`src/rtl/ras_stack.sv`:
```
// Return address stack: push/pop/restore of a wrapping top-of-stack index with saturating count.
// Optional macro RAS_STACK_RET_VALID_EN adds ret_valid = (ras_count != 0).
module ras_stack #(
    parameter int unsigned RAS_ENTRIES     = 16,
    parameter int unsigned LOG_RAS_ENTRIES = 4,
    parameter int unsigned CNT_WIDTH       = 5
) (
    input  logic                       CLK,
    input  logic                       nRST,
    input  logic                       push_valid,
    input  logic [37:0]                push_pc38,
    input  logic                       pop_valid,
    input  logic                       restore_valid,
    input  logic [LOG_RAS_ENTRIES-1:0] restore_ras_index,
    input  logic [CNT_WIDTH-1:0]       restore_ras_count,
    output logic [37:0]                ret_pc38,
    output logic [LOG_RAS_ENTRIES-1:0] ras_index,
    output logic [CNT_WIDTH-1:0]       ras_count
`ifdef RAS_STACK_RET_VALID_EN
    ,
    output logic                       ret_valid
`endif
);

    localparam logic [CNT_WIDTH-1:0]       MAX_CNT = CNT_WIDTH'(RAS_ENTRIES);
    localparam logic [CNT_WIDTH-1:0]       CNT_ONE = CNT_WIDTH'(1);
    localparam logic [LOG_RAS_ENTRIES-1:0] IDX_ONE = LOG_RAS_ENTRIES'(1);

    logic [37:0]                entry_q [RAS_ENTRIES];
    logic [LOG_RAS_ENTRIES-1:0] index_q, index_d;
    logic [CNT_WIDTH-1:0]       count_q, count_d;
    logic                       wr_en_d;
    logic [LOG_RAS_ENTRIES-1:0] wr_idx_d;

    always_comb begin
        index_d  = index_q;
        count_d  = count_q;
        wr_en_d  = 1'b0;
        wr_idx_d = index_q;
        if (restore_valid) begin
            index_d = restore_ras_index;
            count_d = (restore_ras_count > MAX_CNT) ? MAX_CNT : restore_ras_count;
        end else if (push_valid && pop_valid) begin
            // RET_L: replace the top in place, pointer state untouched
            wr_en_d = 1'b1;
        end else if (push_valid) begin
            index_d  = index_q + IDX_ONE;
            wr_en_d  = 1'b1;
            wr_idx_d = index_q + IDX_ONE;
            count_d  = (count_q >= MAX_CNT) ? MAX_CNT : count_q + CNT_ONE;
        end else if (pop_valid) begin
            index_d = index_q - IDX_ONE;
            count_d = (count_q == '0) ? '0 : count_q - CNT_ONE;
        end
    end

    always_ff @(posedge CLK) begin
        if (!nRST) begin
            index_q <= '1;
            count_q <= '0;
            entry_q <= '{default: '0};
        end else begin
            index_q <= index_d;
            count_q <= count_d;
            if (wr_en_d) begin
                entry_q[wr_idx_d] <= push_pc38;
            end
        end
    end

    assign ret_pc38  = entry_q[index_q];
    assign ras_index = index_q;
    assign ras_count = count_q;
`ifdef RAS_STACK_RET_VALID_EN
    assign ret_valid = (count_q != '0);
`endif

endmodule

```
`config.mk`:
```
export PLATFORM = sky130hd
export DESIGN_NAME = ras_stack
export DESIGN_NICKNAME = d
export VERILOG_FILES = /design/src/rtl/ras_stack.sv
export SDC_FILE = /design/constraint.sdc
export NUM_CORES = 2
export LEC_CHECK = 0
export BUFFER_PORTS_ARGS = -buffer_cell sky130_fd_sc_hd__buf_2
export CELL_PAD_IN_SITES_DETAIL_PLACEMENT = 0
export CELL_PAD_IN_SITES_GLOBAL_PLACEMENT = 1
export CORE_MARGIN = 1.5
export CORE_UTILIZATION = 50
export CTS_CLUSTER_DIAMETER = 200
export CTS_CLUSTER_SIZE = 14
export DETAILED_ROUTE_END_ITERATION = 10
export PLACE_DENSITY = 0.83
export SLEW_MARGIN = 20
export SYNTH_ARGS = -nofsm -noshare
export SYNTH_HDL_FRONTEND = slang
export SYNTH_SLANG_ARGS = --single-unit
```
`constraint.sdc`:
```
create_clock -name CLK -period 3.1 [get_ports CLK]
set_input_delay 0.93 -clock CLK [delete_from_list [all_inputs] [get_ports CLK]]
set_output_delay 0.93 -clock CLK [all_outputs]
set_load 0.01 [all_outputs]
```
# Word-level counts from Yosys, hierarchy flattened
# Index checks and enable logic that the tools add are counted.
[word_totals]
regBits = 617
in_bits = 52
output_inout_bits = 47
wordCells = 58
[op_classes]
addsub = 4
magnitude_cmp = 5
eq_ne = 1
muxes = 23
bitwise = 2
n_reduce_logical = 5
[op_table]
columns = ["cell", "count"]
rows = [
  ["608-bit bitwise mux", 1],
  ["38-bit binary-select mux with 4-bit select", 1],
  ["38-bit demux with 4-bit select", 1],
  ["38-bit two-way mux", 3],
  ["5-bit two-way mux", 7],
  ["4-bit two-way mux", 7],
  ["5-bit greater-or-equal comparator (second input constant)", 3],
  ["4-bit inverter with 5-bit output", 2],
  ["5-bit by 1-bit adder with 5-bit output (second input constant)", 1],
  ["5-bit > comparator (second input constant)", 1],
  ["5-bit logical NOT", 1],
  ["5-bit by 1-bit less-than comparator with 1-bit output (second input constant)", 1],
  ["5-bit by 1-bit subtractor with 5-bit output (second input constant)", 1],
  ["4-bit by 1-bit adder with 4-bit output (second input constant)", 1],
  ["4-bit by 1-bit subtractor with 4-bit output (second input constant)", 1],
  ["1-bit two-way mux", 3],
  ["3-bit nonzero test", 1],
  ["1-bit logical AND", 2],
  ["2-bit != test (second input constant)", 1],
  ["2-bit AND reduction", 1],
]

# Depth between registers and ports, before layout
[logic_depth]
depth_word = 10
depth_mapped = 9
mapped_depth_nobuf = 6

# Worst setup path after synthesis
# Ideal clock, no wire load.
[synth_timing]
kind = "reg2out"
startpoint = "register index_q[0] (netlist: ras_index[0])"
endpoint = "output ret_pc38[18]"
t_arrival_ns = 2.016
setup_slack_ns = 0.154
stages_incl_launch_ff = 5
cell_sequence = "dfxtp_1 buf_2 buf_2 mux4_2 mux4_2"
[synth_via]
elab_chain_cells = 4
[synth_rtl]
columns = ["item", "line_no", "source"]
rows = [
  ["from (decl)", "30", "logic [LOG_RAS_ENTRIES-1:0] index_q, index_d;"],
  ["from (signal assigned)", "63", "index_q <= index_d;"],
  ["4-bit inverter with 5-bit output (implied by the code)", "71", "assign ret_pc38 = entry_q[index_q];"],
  ["38-bit binary-select mux with 4-bit select", "71", ""],
  ["38-bit two-way mux (implied by the code) (2 in a row)", "71", ""],
  ["to (decl)", "16", "output logic [37:0] ret_pc38,"],
]
# Every way passes these cells. The select of a mux whose other input is x is not followed.

# Worst setup path after layout
[layout_timing]
startpoint = "register index_q[0] (netlist: ras_index[0])"
endpoint = "output ret_pc38[19]"
# Same word-level chain as after synthesis.

==> qor.txt <==
Status - finished, violations left
Failing checks - negative setup slack
Logic pwr share - 10.1%
Synthesized area per cell - 11.2 µm²
CP max-delay cell - mux4_2
Final Max Slew Viols - 0
Area grow syn2layout - 12.7%
# H-tree levels - 2
Die width - 236 µm
P_sw - 3760 µW
NumNets Final - 2503
Post-synth EDFFs - 0
Asr flop ratio synth - 0%
Clock Tree Root - clkbuf_16
Core ar. - 53600 µm²
RSZ-0062 raised after global routing - true
Post-DP HPWL - 40500 µm
Worst slack at placement - 0.124 ns
Max Cap Violations - 0
Design area - 30500 µm²
Worst path most repeated cell - mux4_2
Syn_nets - 2465
CP peak stage delay - 0.57 ns
Commonest non-fill, non-tap cell in the layout - nand2_1
# setup viols final - 38
CTS tree - built
Final worst slack - -0.408 ns
TritonCTS Sinks - 617
Final hold vios - 0
Util after Layout - 56.9%
Most frequent cells in the layout - 659 x nand2_1, 613 x dfxtp_1, 608 x mux2i_1, 190 x mux4_2, 66 x buf_4
Sequential fraction of the synthesis area - 45.7%
Sequential Power Share - 52.7%
Crit end category - primary output
Setup tns final - -13.90 ns
1st-iter DRT viols - 1170
Share of cells above drive strength 1 - 19.2%
CP Data Arrival Time - 2.58 ns
Pwr Density - 506 nW/µm²
Antenna-violating nets left - 0
Worst Setup Start Kind - flip-flop
Total Routing Usage GR - 24.6%
Setup Crit Path Kind - reg -> out
Yosys reg bits - 617
CP Cell Sequence - buf_12 -> buf_16 -> mux4_2 -> mux4_2 -> buf_6
Cell variety after synth - 48
Top post-synthesis cells by area - dfxtp_1 46%, mux2i_1 23%, mux4_2 16%
Global-route wire length before repair - 107000 µm
Crit path max fanout - 6
I/O pin cnt - 99
Worst skew pair latency - 0.60 ns
Top_reg_cell synth - dfxtp_1
Leakage power - 0.0148 µW
Initial antenna violation count - 1
Initial Util - 50.5%
Relative slew slack - 51.1%
Final Non-Filler Cells - 3149
Vias in the first global route - 18.6k
Sw frac - 24.4%
Cells after Synth - 2409
DRT Wirelength - 68900 µm
Synth Cell Area - 27000 µm²
Worst-Margin Slew - 0.733 ns
Clk slew on worst S/H paths - 0.07 ns
Peak Freq - 285 MHz
Clock power frac - 37.1%
Worst vdd ir - 0.000467 V
Period utilization - 113%
Drt pass-1 iters - 5
# hold bufs at CTS - 0
Internal Power - 11700 µW
Via Count - 18.2k
Period minus WS final - 3.51 ns
DIE AREA - 55500 µm²
Leading area contributor after synthesis - dfxtp_1
Num CTS Buffers - 50
Overflow after GRT - 0
Yosys warning count - 0
Gpl congestion - 0.796
DR vias/cell - 5.79
Residual DRC - 0
Drt wl/cell - 21.9 µm
Clk buf depth - 3
Critical Path RT - 2.17 ns
Area of placed instances - 28400 µm²
Die Span Y - 236 µm
Largest net degree at the start of global routing - 65
Placed insts - 3059
Post-synth top area share - 45.7%
Port buffer count - 98
Hold Crit Class - reg -> reg
FP Rows - 85
Fin Clk Skew - 0.0139 ns
registers in the layout, indices dropped and copies added, names as in the netlist:
signal,flops
ras_index,4
entry_q,608
ras_count,5
worst paths after layout:
path | from | to | slack [ns] | cells past startpoint
setup / recovery | ras_index[0]$_SDFFE_PN1P_ | ret_pc38[19] | -0.41 | 5
hold / removal | entry_q[11]$_SDFFE_PN0P_ | entry_q[11]$_SDFFE_PN0P_ | 0.46 | 2
setup reg to reg | ras_index[0]$_SDFFE_PN1P_ | entry_q[134]$_SDFFE_PN0P_ | 0.17 | 10
hold reg to reg | entry_q[11]$_SDFFE_PN0P_ | entry_q[11]$_SDFFE_PN0P_ | 0.46 | 2
area by class of cell:
class | instances | area (µm²)
inverter | 7 | 26.3
antenna | 1 | 2.50
sequential | 617 | 12400
fill | 4477 | 23100
multi-input combinational | 1554 | 13600
clock inverter | 2 | 25.0
clock buffer | 55 | 1290
timing repair buffer | 217 | 2310
tap | 696 | 871
worst max-delay path, delay by kind of cell (launching register included):
family                 cells  cell delay [ns]
flip-flops                 1             0.42
multiplexers               2             1.06
buffers and inverters      3             0.49
cell families (layout without fill, tap and decap cells):
kind of cell	after synthesis	after routing	synth area share [%]
AO/OA/AOI/OAI	36	36	0.953
XOR/XNOR	9	9	0.402
adder cells (fa/ha/maj)	4	4	0.185
buffers and inverters	238	281	4.13
flip-flops	617	617	45.7
multiplexers	798	798	38.3
other	0	1	0
AND/OR/NAND/NOR	707	707	10.3
power by group through the flow:
stage / clock [µW] / sequential [µW] / combinational (µW)
after floorplan: 0 / 8260 / 988
after global placement: 0 / 8310 / 1350
after detailed placement: 0 / 8310 / 1380
after CTS: 5850 / 8130 / 1520
after global routing: 6140 / 8140 / 1660
final: 5720 / 8130 / 1560
routing by layer:
layer	GRT usage [%]	share of wire, %	vias up	wire [µm]
li1	-	-	8466	-
met5	0	0	-	0
met3	3.49	4.0	106	2780
met4	6.59	2.3	0	1610
met1	31.9	44	9329	30200
met2	42.9	50	336	34300
stage by stage:
step	total power, µW	hold slack (ns)
after global routing	15900	0.467
after CTS	15500	0.457
after global placement	9660	0.441
after floorplan	9250	0.432
after detailed placement	9690	0.448
final	15400	0.457
synth_stat cells (5+ instances only):
cell type and count:
nor2_1 6, mux2i_1 608, buf_4 35, nand4_1 12, nand2_1 659, o211ai_1 8, buf_2 73, a21oi_1 5
mux4_2 190, nand2b_1 6, dfxtp_1 617, clkbuf_1 120, inv_1 7, nor2b_1 5
repair_timing:
action | in CTS | in global routing
pin swaps | 0 | 0
setup buffers | 11 | 12
gates cloned | 8 | 4
endpoints found under the setup margin | 38 | 38
endpoints found under the hold margin | 0 | 0
gates resized for setup | 50 | 14
Power figures use the tool's default switching activity.
